$ cat src/rtl/cpu_pkg.sv
// Shared types and constants for the program loader and its checksum accumulator.
package cpu_pkg;

    localparam int DATA_W   = 8;
    localparam int PROG_LEN = 16;
    localparam int ADDR_W   = 4;

    typedef enum logic [2:0] {
        ST_IDLE,
        ST_HOLD,
        ST_LOAD,
        ST_CHECK,
        ST_RELEASE,
        ST_ERROR
    } loader_state_t;

    // Checksum is a plain byte sum with 8-bit wraparound.
    function automatic logic [DATA_W-1:0] cksum_add(input logic [DATA_W-1:0] a,
                                                    input logic [DATA_W-1:0] b);
        return a + b;
    endfunction

endpackage

$ cat src/rtl/loader_cksum.sv
// 8-bit running checksum of accepted program bytes; clear has priority over enable.
module loader_cksum
    import cpu_pkg::DATA_W, cpu_pkg::cksum_add;
(
    input  logic              clk,
    input  logic              rst_n,
    input  logic              clr,
    input  logic              en,
    input  logic [DATA_W-1:0] din,
    output logic [DATA_W-1:0] sum
);

    always_ff @(posedge clk or negedge rst_n) begin
        if (!rst_n) begin
            sum <= '0;
        end else if (clr) begin
            sum <= '0;
        end else if (en) begin
            sum <= cksum_add(sum, din);
        end
    end

endmodule

$ cat src/rtl/prog_loader.sv
// Halts the CPU, streams a program image into RAM, verifies a trailing checksum
// byte and then releases the CPU through a two-step reset/hold sequence.
module prog_loader
    import cpu_pkg::DATA_W, cpu_pkg::loader_state_t,
           cpu_pkg::ST_IDLE, cpu_pkg::ST_HOLD, cpu_pkg::ST_LOAD,
           cpu_pkg::ST_CHECK, cpu_pkg::ST_RELEASE, cpu_pkg::ST_ERROR;
#(
    parameter int PROG_LEN      = cpu_pkg::PROG_LEN,
    parameter int ADDR_W        = cpu_pkg::ADDR_W,
    parameter int SETTLE_CYCLES = 2
) (
    input  logic              clk,
    input  logic              rst_n,
    input  logic              load_start,
    input  logic              load_abort,
    input  logic              byte_valid,
    input  logic [DATA_W-1:0] byte_data,
    output logic              byte_ready,
    output logic              cpu_hold,
    output logic              cpu_rst,
    output logic              ram_sel,
    output logic [ADDR_W-1:0] ram_addr,
    output logic [DATA_W-1:0] ram_wdata,
    output logic              ram_we,
    output logic              busy,
    output logic              done,
    output logic              error
);

    localparam int                SET_W       = (SETTLE_CYCLES > 1) ? $clog2(SETTLE_CYCLES) : 1;
    localparam logic [SET_W-1:0]  SETTLE_LAST = SET_W'(SETTLE_CYCLES - 1);
    localparam logic [ADDR_W-1:0] LAST_IDX    = ADDR_W'(PROG_LEN - 1);

    loader_state_t     state;
    loader_state_t     state_next;
    logic [SET_W-1:0]  settle_cnt;
    logic              rel_step;
    logic [ADDR_W-1:0] idx;
    logic [DATA_W-1:0] cksum;
    logic              accept;
    logic              wr_accept;

    logic hold_d;
    logic rst_d;
    logic sel_d;
    logic busy_d;
    logic done_d;
    logic error_d;

    // Abort wins over a byte offered in the same cycle.
    assign byte_ready = (state == ST_LOAD) || (state == ST_CHECK);
    assign accept     = byte_ready && byte_valid && !load_abort;
    assign wr_accept  = (state == ST_LOAD) && accept;

    loader_cksum u_cksum (
        .clk   (clk),
        .rst_n (rst_n),
        .clr   (state == ST_HOLD),
        .en    (wr_accept),
        .din   (byte_data),
        .sum   (cksum)
    );

    always_ff @(posedge clk or negedge rst_n) begin
        if (!rst_n) begin
            state      <= ST_IDLE;
            settle_cnt <= '0;
            rel_step   <= 1'b0;
            idx        <= '0;
        end else begin
            state      <= state_next;
            settle_cnt <= (state == ST_HOLD) ? settle_cnt + 1'b1 : '0;
            rel_step   <= (state == ST_RELEASE);
            if (state == ST_HOLD) begin
                idx <= '0;
            end else if (wr_accept && (idx != LAST_IDX)) begin
                idx <= idx + 1'b1;
            end
        end
    end

    always_comb begin
        state_next = state;
        case (state)
            ST_IDLE: begin
                if (load_start) state_next = ST_HOLD;
            end
            ST_HOLD: begin
                if (settle_cnt == SETTLE_LAST) state_next = ST_LOAD;
            end
            ST_LOAD: begin
                if (load_abort) begin
                    state_next = ST_ERROR;
                end else if (accept && (idx == LAST_IDX)) begin
                    state_next = ST_CHECK;
                end
            end
            ST_CHECK: begin
                if (load_abort) begin
                    state_next = ST_ERROR;
                end else if (accept) begin
                    state_next = (byte_data == cksum) ? ST_RELEASE : ST_ERROR;
                end
            end
            ST_RELEASE: begin
                if (rel_step) state_next = ST_IDLE;
            end
            ST_ERROR: begin
                if (load_start) state_next = ST_HOLD;
            end
            default: state_next = ST_IDLE;
        endcase
    end

    // Outputs are decoded from the next state so the flops below line up with it.
    always_comb begin
        hold_d  = 1'b0;
        rst_d   = 1'b0;
        sel_d   = 1'b0;
        busy_d  = 1'b0;
        done_d  = 1'b0;
        error_d = 1'b0;
        case (state_next)
            ST_IDLE: begin
                done_d = (state == ST_RELEASE);
            end
            ST_HOLD, ST_LOAD, ST_CHECK: begin
                hold_d = 1'b1;
                rst_d  = 1'b1;
                sel_d  = 1'b1;
                busy_d = 1'b1;
            end
            ST_RELEASE: begin
                hold_d = 1'b1;
                busy_d = 1'b1;
                rst_d  = (state != ST_RELEASE);
            end
            ST_ERROR: begin
                hold_d  = 1'b1;
                rst_d   = 1'b1;
                error_d = 1'b1;
            end
            default: begin
                hold_d = 1'b0;
            end
        endcase
    end

    always_ff @(posedge clk or negedge rst_n) begin
        if (!rst_n) begin
            cpu_hold  <= 1'b0;
            cpu_rst   <= 1'b0;
            ram_sel   <= 1'b0;
            busy      <= 1'b0;
            done      <= 1'b0;
            error     <= 1'b0;
            ram_we    <= 1'b0;
            ram_addr  <= '0;
            ram_wdata <= '0;
        end else begin
            cpu_hold <= hold_d;
            cpu_rst  <= rst_d;
            ram_sel  <= sel_d;
            busy     <= busy_d;
            done     <= done_d;
            error    <= error_d;
            ram_we   <= wr_accept;
            if (wr_accept) begin
                ram_addr  <= idx;
                ram_wdata <= byte_data;
            end
        end
    end

endmodule

$ cat config.mk
export PLATFORM = sky130hd
export DESIGN_NAME = prog_loader
export DESIGN_NICKNAME = d
export VERILOG_FILES = /design/src/rtl/cpu_pkg.sv /design/src/rtl/loader_cksum.sv /design/src/rtl/prog_loader.sv
export SDC_FILE = /design/constraint.sdc
export NUM_CORES = 1
export LEC_CHECK = 0
export CAP_MARGIN = 20
export CORE_MARGIN = 3
export CORE_UTILIZATION = 55
export DETAILED_ROUTE_END_ITERATION = 16
export GPL_TIMING_DRIVEN = 0
export HOLD_SLACK_MARGIN = 0.15
export PLACE_DENSITY_LB_ADDON = 0.12
export SYNTH_ARGS = -nofsm -noshare
export SYNTH_HDL_FRONTEND = slang
export SYNTH_SLANG_ARGS = --single-unit
$ cat constraint.sdc
create_clock -name clk -period 3.4 [get_ports clk]
set_clock_uncertainty 0.05 [all_clocks]
set_input_delay 0.34 -clock clk [delete_from_list [all_inputs] [get_ports clk]]
set_output_delay 0.34 -clock clk [all_outputs]
set_load 0.1 [all_outputs]
==> flow_summary.toml, run 1 <==
[outcome]
status = "completed"

[timing]
period_share_pct = 79.8
relSlewSlack_pct = 35.2
setup_violations = 0
rsz0062_at_grt = "false"
finalMaxSlewViolations = 0
tns_ns = 0
hold_viol = 0
tightest_slew_ns = 0.969
worst_slack_ns = 0.688
fin_crit_ns = 2.71
timing.fmax_mhz = 369

[worst_setup_path]
cp-start-kind = "flop"
cp.required_ns = 3.01
critPathLaunch = "state[2]"
crit_fanout = 6
critPathKind = "flop to output pin"
end_kind = "output pin"
r2r_start = "u_cksum.sum[5]"
crit_arrival_ns = 2.32

[cts]
cts-resized-gates = 0
clk_latency_ns = 0.35
htreeDepth = 2
clockBufferDepth = 2
cts_tree = "yes"
cts-hold-fix-buffers = 1
root_buffer = "clkbuf_4"
cts_buffers = 5
clock-sinks = 36
post_cts_buffers = 0
clk_pin_slew_ns = 0.11

[yosys]
synth_seq_area_share_pct = 49.6
syn_avg_cell_area_um2 = 9.41
yosysTopAreaCell = "dfrtp_1"
synth_top_area_share_pct = 49.6
syn_nets = 215
yosysUniqueCellTypes = 39
synth.ff_latch_count = 36
synth_area_leaders = "dfrtp_1 50%, nand2_1 8.7%, ha_1 5.5%"
yosysWarnings = 0
synthArstFlopShare_pct = 100
synth_edf_count = 0
synth_ff_type = "dfrtp_1"
syn-cell-area_mm2 = 0.00182
netlist_instances = 193

[final_layout]
layout_commonest_cell = "nand2_1"
drive_above_1_share_pct = 5.98
layout_common_cells = "42 x nand2_1, 36 x dfrtp_1, 31 x clkdlybuf4s50_1"
finalNetCount = 255
area_growth_pct = 25.2
diodes = 0
fill_cells = 283

[routing]
viasPerCell = 5.42
wl_mm = 3.85
drc = 0
ant_nets = 0
routedWlPerCell_um = 13.8
drt_iter0_drc = 61
firstDrtPassIters = 4
vias = 1508

[power_and_ir_drop]
ir_drop_v = 0.000629
p_int_uw = 995
swShare_pct = 52.8
p_comb_share_pct = 56.9
seqPwrFrac_pct = 29.0
p_total_uw = 2110
leakage_uw = 0.00110
p_per_area_mw_per_mm2 = 927
power_frac_clock_pct = 14.1
p_switching_uw = 1110

[global_route]
grt_antenna_before_repair = 0
grt_use_total_pct = 22.3
gr-total-overflow = 0
grt_max_degree = 37
grt_pass1_vias = 1471
grt_first_pass_wirelength_mm = 6.88

[placement]
dp_hpwl_mm = 2.82
io_buffers = 32
pre_cts_ws_ns = 0.635
place_congestion = 0.840

[min_path]
worstHoldStart = "settle_cnt"
hold_class = "flop to flop"

[flow_run]
maxCapViolCount = 0

[floorplan]
die_w_um = 63.5
start_util_pct = 58.5
row_count = 20
die_area_mm2 = 0.00403
pin_count = 33
die_y_um = 63.5
core_area_mm2 = 0.00310
logic make-up (layout without fill, tap and decap cells):
family                     count (synthesis)  in the layout  synth area share, %
and+or+nand+nor                           89             89                 23.7
DFF                                       36             36                 49.6
AOI/OAI and AO/OA                         33             33                 11.9
buffers and inverters                     17             58                 3.72
adders and majority gates                  9              9                 6.62
xor gates and xnor gates                   7              7                 3.38
muxes                                      2              2                 1.10
sequential cells by signal (all words and copies together) (netlist names):
register / flops
ram_wdata: 8
u_cksum.sum: 8
idx: 4
ram_addr: 4
state: 3
busy: 1
cpu_hold: 1
cpu_rst: 1
done: 1
error: 1
ram_sel: 1
ram_we: 1
rel_step: 1
settle_cnt: 1
cell type report:
class                           count  area (um^2)  share of cell area, %
Inverter                           10         37.5                   1.65
Buffer                              7         30.0                   1.32
Tap cell                           44         55.1                   2.42
Clock buffer                        6         41.3                   1.82
Sequential cell                    36          901                   39.6
Timing Repair Buffer               33          325                   14.3
Multi-Input combinational cell    140          847                   37.3
Clock inverter                      2         35.0                   1.54
path summary, 6_finish.rpt:
check,cells past startpoint,slack [ns],end
max,3,0.69,byte_ready
min,1,0.42,settle_cnt
max reg2reg,5,1.06,busy
min reg2reg,1,0.42,settle_cnt
max in group asynchronous,2,2.26,u_cksum.sum[3]
min in group asynchronous,2,0.54,idx[2]
routing by layer:
layer,global-route usage [%],share of wire (%),wire (um)
met2,36.1,48,1850
met3,5.88,6.5,251
met1,28.0,44,1690
met5,0,0,0
met4,9.70,1.5,57
power by group through the flow:
stage / Clock (uW) / Combinational (uW) / Sequential [uW]
2_1_floorplan: 0 / 347 / 1180
3_3_place_gp: 0 / 1180 / 611
3_5_place_dp: 0 / 1200 / 620
4_1_cts: 307 / 1200 / 612
5_1_grt: 330 / 1270 / 626
6_report: 298 / 1200 / 611
critical path, cell delays in order (launching register included):
cell             delay, ns
dfrtp_1               0.45
nand2b_1              0.19
inv_1                 0.17
clkdlybuf4s50_1       1.16
stage by stage:
| step | instances | area (um^2) | utilization [%] | hold slack (ns) |
|---|---|---|---|---|
| floorplan | 193 | 1820 | - | -0.00559 |
| global placement | 269 | 2190 | 70.6 | 0.392 |
| detailed placement | 269 | 2190 | 70.4 | 0.405 |
| CTS | 278 | 2270 | 73.2 | 0.419 |
| global route | 278 | 2270 | 73.2 | 0.437 |
| finish | 278 | 2270 | 73.2 | 0.422 |
synthesized netlist by cell type (2+ instances only):
master	instances
nor2_1	11
inv_1	10
mux2i_1	2
and3_1	4
buf_2	3
or3_1	4
a21o_1	2
a21oi_1	8
o31ai_1	2
o21ai_0	10
nand2b_1	2
xnor2_1	2
a311oi_1	2
nand3_1	9
nor2b_1	2
nor4_1	2
or4_1	2
nor3_1	3
or2b_1	2
dfrtp_1	36
nand3b_1	2
clkbuf_1	4
nand2_1	42
xor2_1	5
ha_1	8
Note: power is estimated with default switching activity, not from simulation.
==> run 2: changes to the inputs <==
- CORE_UTILIZATION: 55 -> 52
- clock period: 3.4 -> 2.6 ns (I/O delays scaled with it)
==> flow_summary.toml, run 2 (same netlist as run 1, synthesis figures left out) <==
[final_layout]
post-route-util_pct = 71.5
layout_common_cells = "42 x nand2_1, 36 x dfrtp_1, 30 x clkdlybuf4s50_1"
stdcell_area_mm2 = 0.00227
largestRegisters = "ram_wdata x8, u_cksum.sum x8"
final_cells = 278
diodes = 0
area_growth_pct = 25.1
finalNetCount = 255
drive_above_1_share_pct = 5.98
layout_commonest_cell = "nand2_1"

[worst_setup_path]
path_cells = "nand2b_1 -> inv_1 -> dlygate4sd2_1"
end_kind = "output pin"
r2r_start = "u_cksum.sum[5]"
critPathKind = "flop to output pin"
path_buf_inv = 2
regToRegEndpoint = "busy"
crit_arrival_ns = 2.01
slowest_delay_ns = 0.88
cp-start-kind = "flop"
cp.required_ns = 2.29
reg2reg_depth = 5
reg2reg_slack_ns = 0.30
cp_slowest_cell = "dlygate4sd2_1"
crit_fanout = 6
crit_family = "buffers and inverters"

[routing]
routedWlPerCell_um = 13.6
wl_mm = 3.78
ant_nets = 0
firstDrtPassIters = 5
drc = 0
drt_iter0_drc = 89
viasPerCell = 5.39
vias = 1499

[timing]
tightest_slew_ns = 0.976
worst_slack_ns = 0.283
finalMaxSlewViolations = 0
rsz0062_at_grt = "false"
hold_viol = 0
setup_violations = 0
tns_ns = 0
relSlewSlack_pct = 34.8
fin_crit_ns = 2.32
timing.fmax_mhz = 432
period_share_pct = 89.1

[global_route]
use_met1_pct = 25.1
grtUsageMet3_pct = 4.68
grt_max_degree = 37
top_usage_layer = "met2"
gr-total-overflow = 0
grt_first_pass_wirelength_mm = 6.64
grt_antenna_before_repair = 0
grt_pass1_vias = 1475
grt_use_total_pct = 20.1
grt_util_met2_pct = 34.1

[cts]
root_buffer = "clkbuf_4"
post_cts_buffers = 0
clk_pin_slew_ns = 0.11
clock-sinks = 36
cts_tree = "yes"
htreeDepth = 2
clockBufferDepth = 2
clk_latency_ns = 0.33
cts_buffers = 5

[floorplan]
die_area_mm2 = 0.00424
row_count = 20
start_util_pct = 57.1
die_y_um = 65.1
pin_count = 33
core_area_mm2 = 0.00318
die_w_um = 65.1

[placement]
pre_cts_ws_ns = -0.0566
dp_hpwl_mm = 2.89
postPlaceCellArea_mm2 = 0.00219
io_buffers = 32
place_congestion = 0.839
dp.cells = 269

[flow_run]
maxCapViolCount = 0

[power_and_ir_drop]
leakage_uw = 0.00111
p_per_area_mw_per_mm2 = 1210
ir_drop_v = 0.000686

[outcome]
status = "completed"

[min_path]
worstHoldStart = "settle_cnt"
hold_path_depth = 1
hold_class = "flop to flop"
hold_path_end = "settle_cnt"
run 2: changes by cell type in the layout (fill, tap and decap cells not counted), sizes merged:
cell	change
dlygate4sd2	+1
clkdlybuf4s50	-1
run 2: worst max path at each step:
| stage | start | endpoint | slack, ns | cells after the start |
|---|---|---|---|---|
| after floorplan | u_cksum.sum[6] | busy | 0.42 | 5 |
| after global placement | byte_data[5] | busy | -0.04 | 6 |
| after detailed placement | byte_data[5] | busy | -0.06 | 6 |
| after CTS | state[2] | byte_ready | 0.27 | 3 |
| after global routing | state[2] | byte_ready | 0.21 | 3 |
| final | state[2] | byte_ready | 0.28 | 3 |
run 2: area by class of cell:
cell class	count	area (um^2)
plain buffers	7	30.0
clock buffers	6	41.3
clock inverters	2	35.0
fillers	255	907
inverters	10	37.5
multi-input cells	140	847
flip-flops and latches	36	901
well taps	44	55.1
repair buffers	33	324
run 2: report_power, final:
part	switching (uW)	internal [uW]	total [uW]
Sequential	83.6	713	797
Clock	184	202	385
Combinational	1180	381	1560
Total	1440	1300	2740
run 2: worst reg2reg max path: stages (launching register included):
cell and delay, ns:
dfrtp_1 0.40, ha_1 0.36, or4_1 0.59, or4_4 0.52
a21oi_4 0.20, xnor2_1 0.13
run 2: routing by layer:
metal / share of wire, % / routed length, um / vias to the layer above
met5: 0 / 0 / -
met4: 1.0 / 38 / 0
met2: 50 / 1890 / 41
met1: 44 / 1670 / 714
met3: 4.8 / 181 / 4
li1: - / - / 740
run 2: what timing repair did:
item,CTS,global route
endpoints found under the setup margin,1,0
resized for setup,1,0
hold endpoints to repair,36,0
hold buffers,1,0
run 2: stage by stage:
stage / power, uW / hold slack, ns
after floorplan: 2000 / -0.0856
after global placement: 2340 / 0.393
after detailed placement: 2380 / 0.340
after CTS: 2760 / 0.409
after global routing: 2890 / 0.421
final: 2740 / 0.407
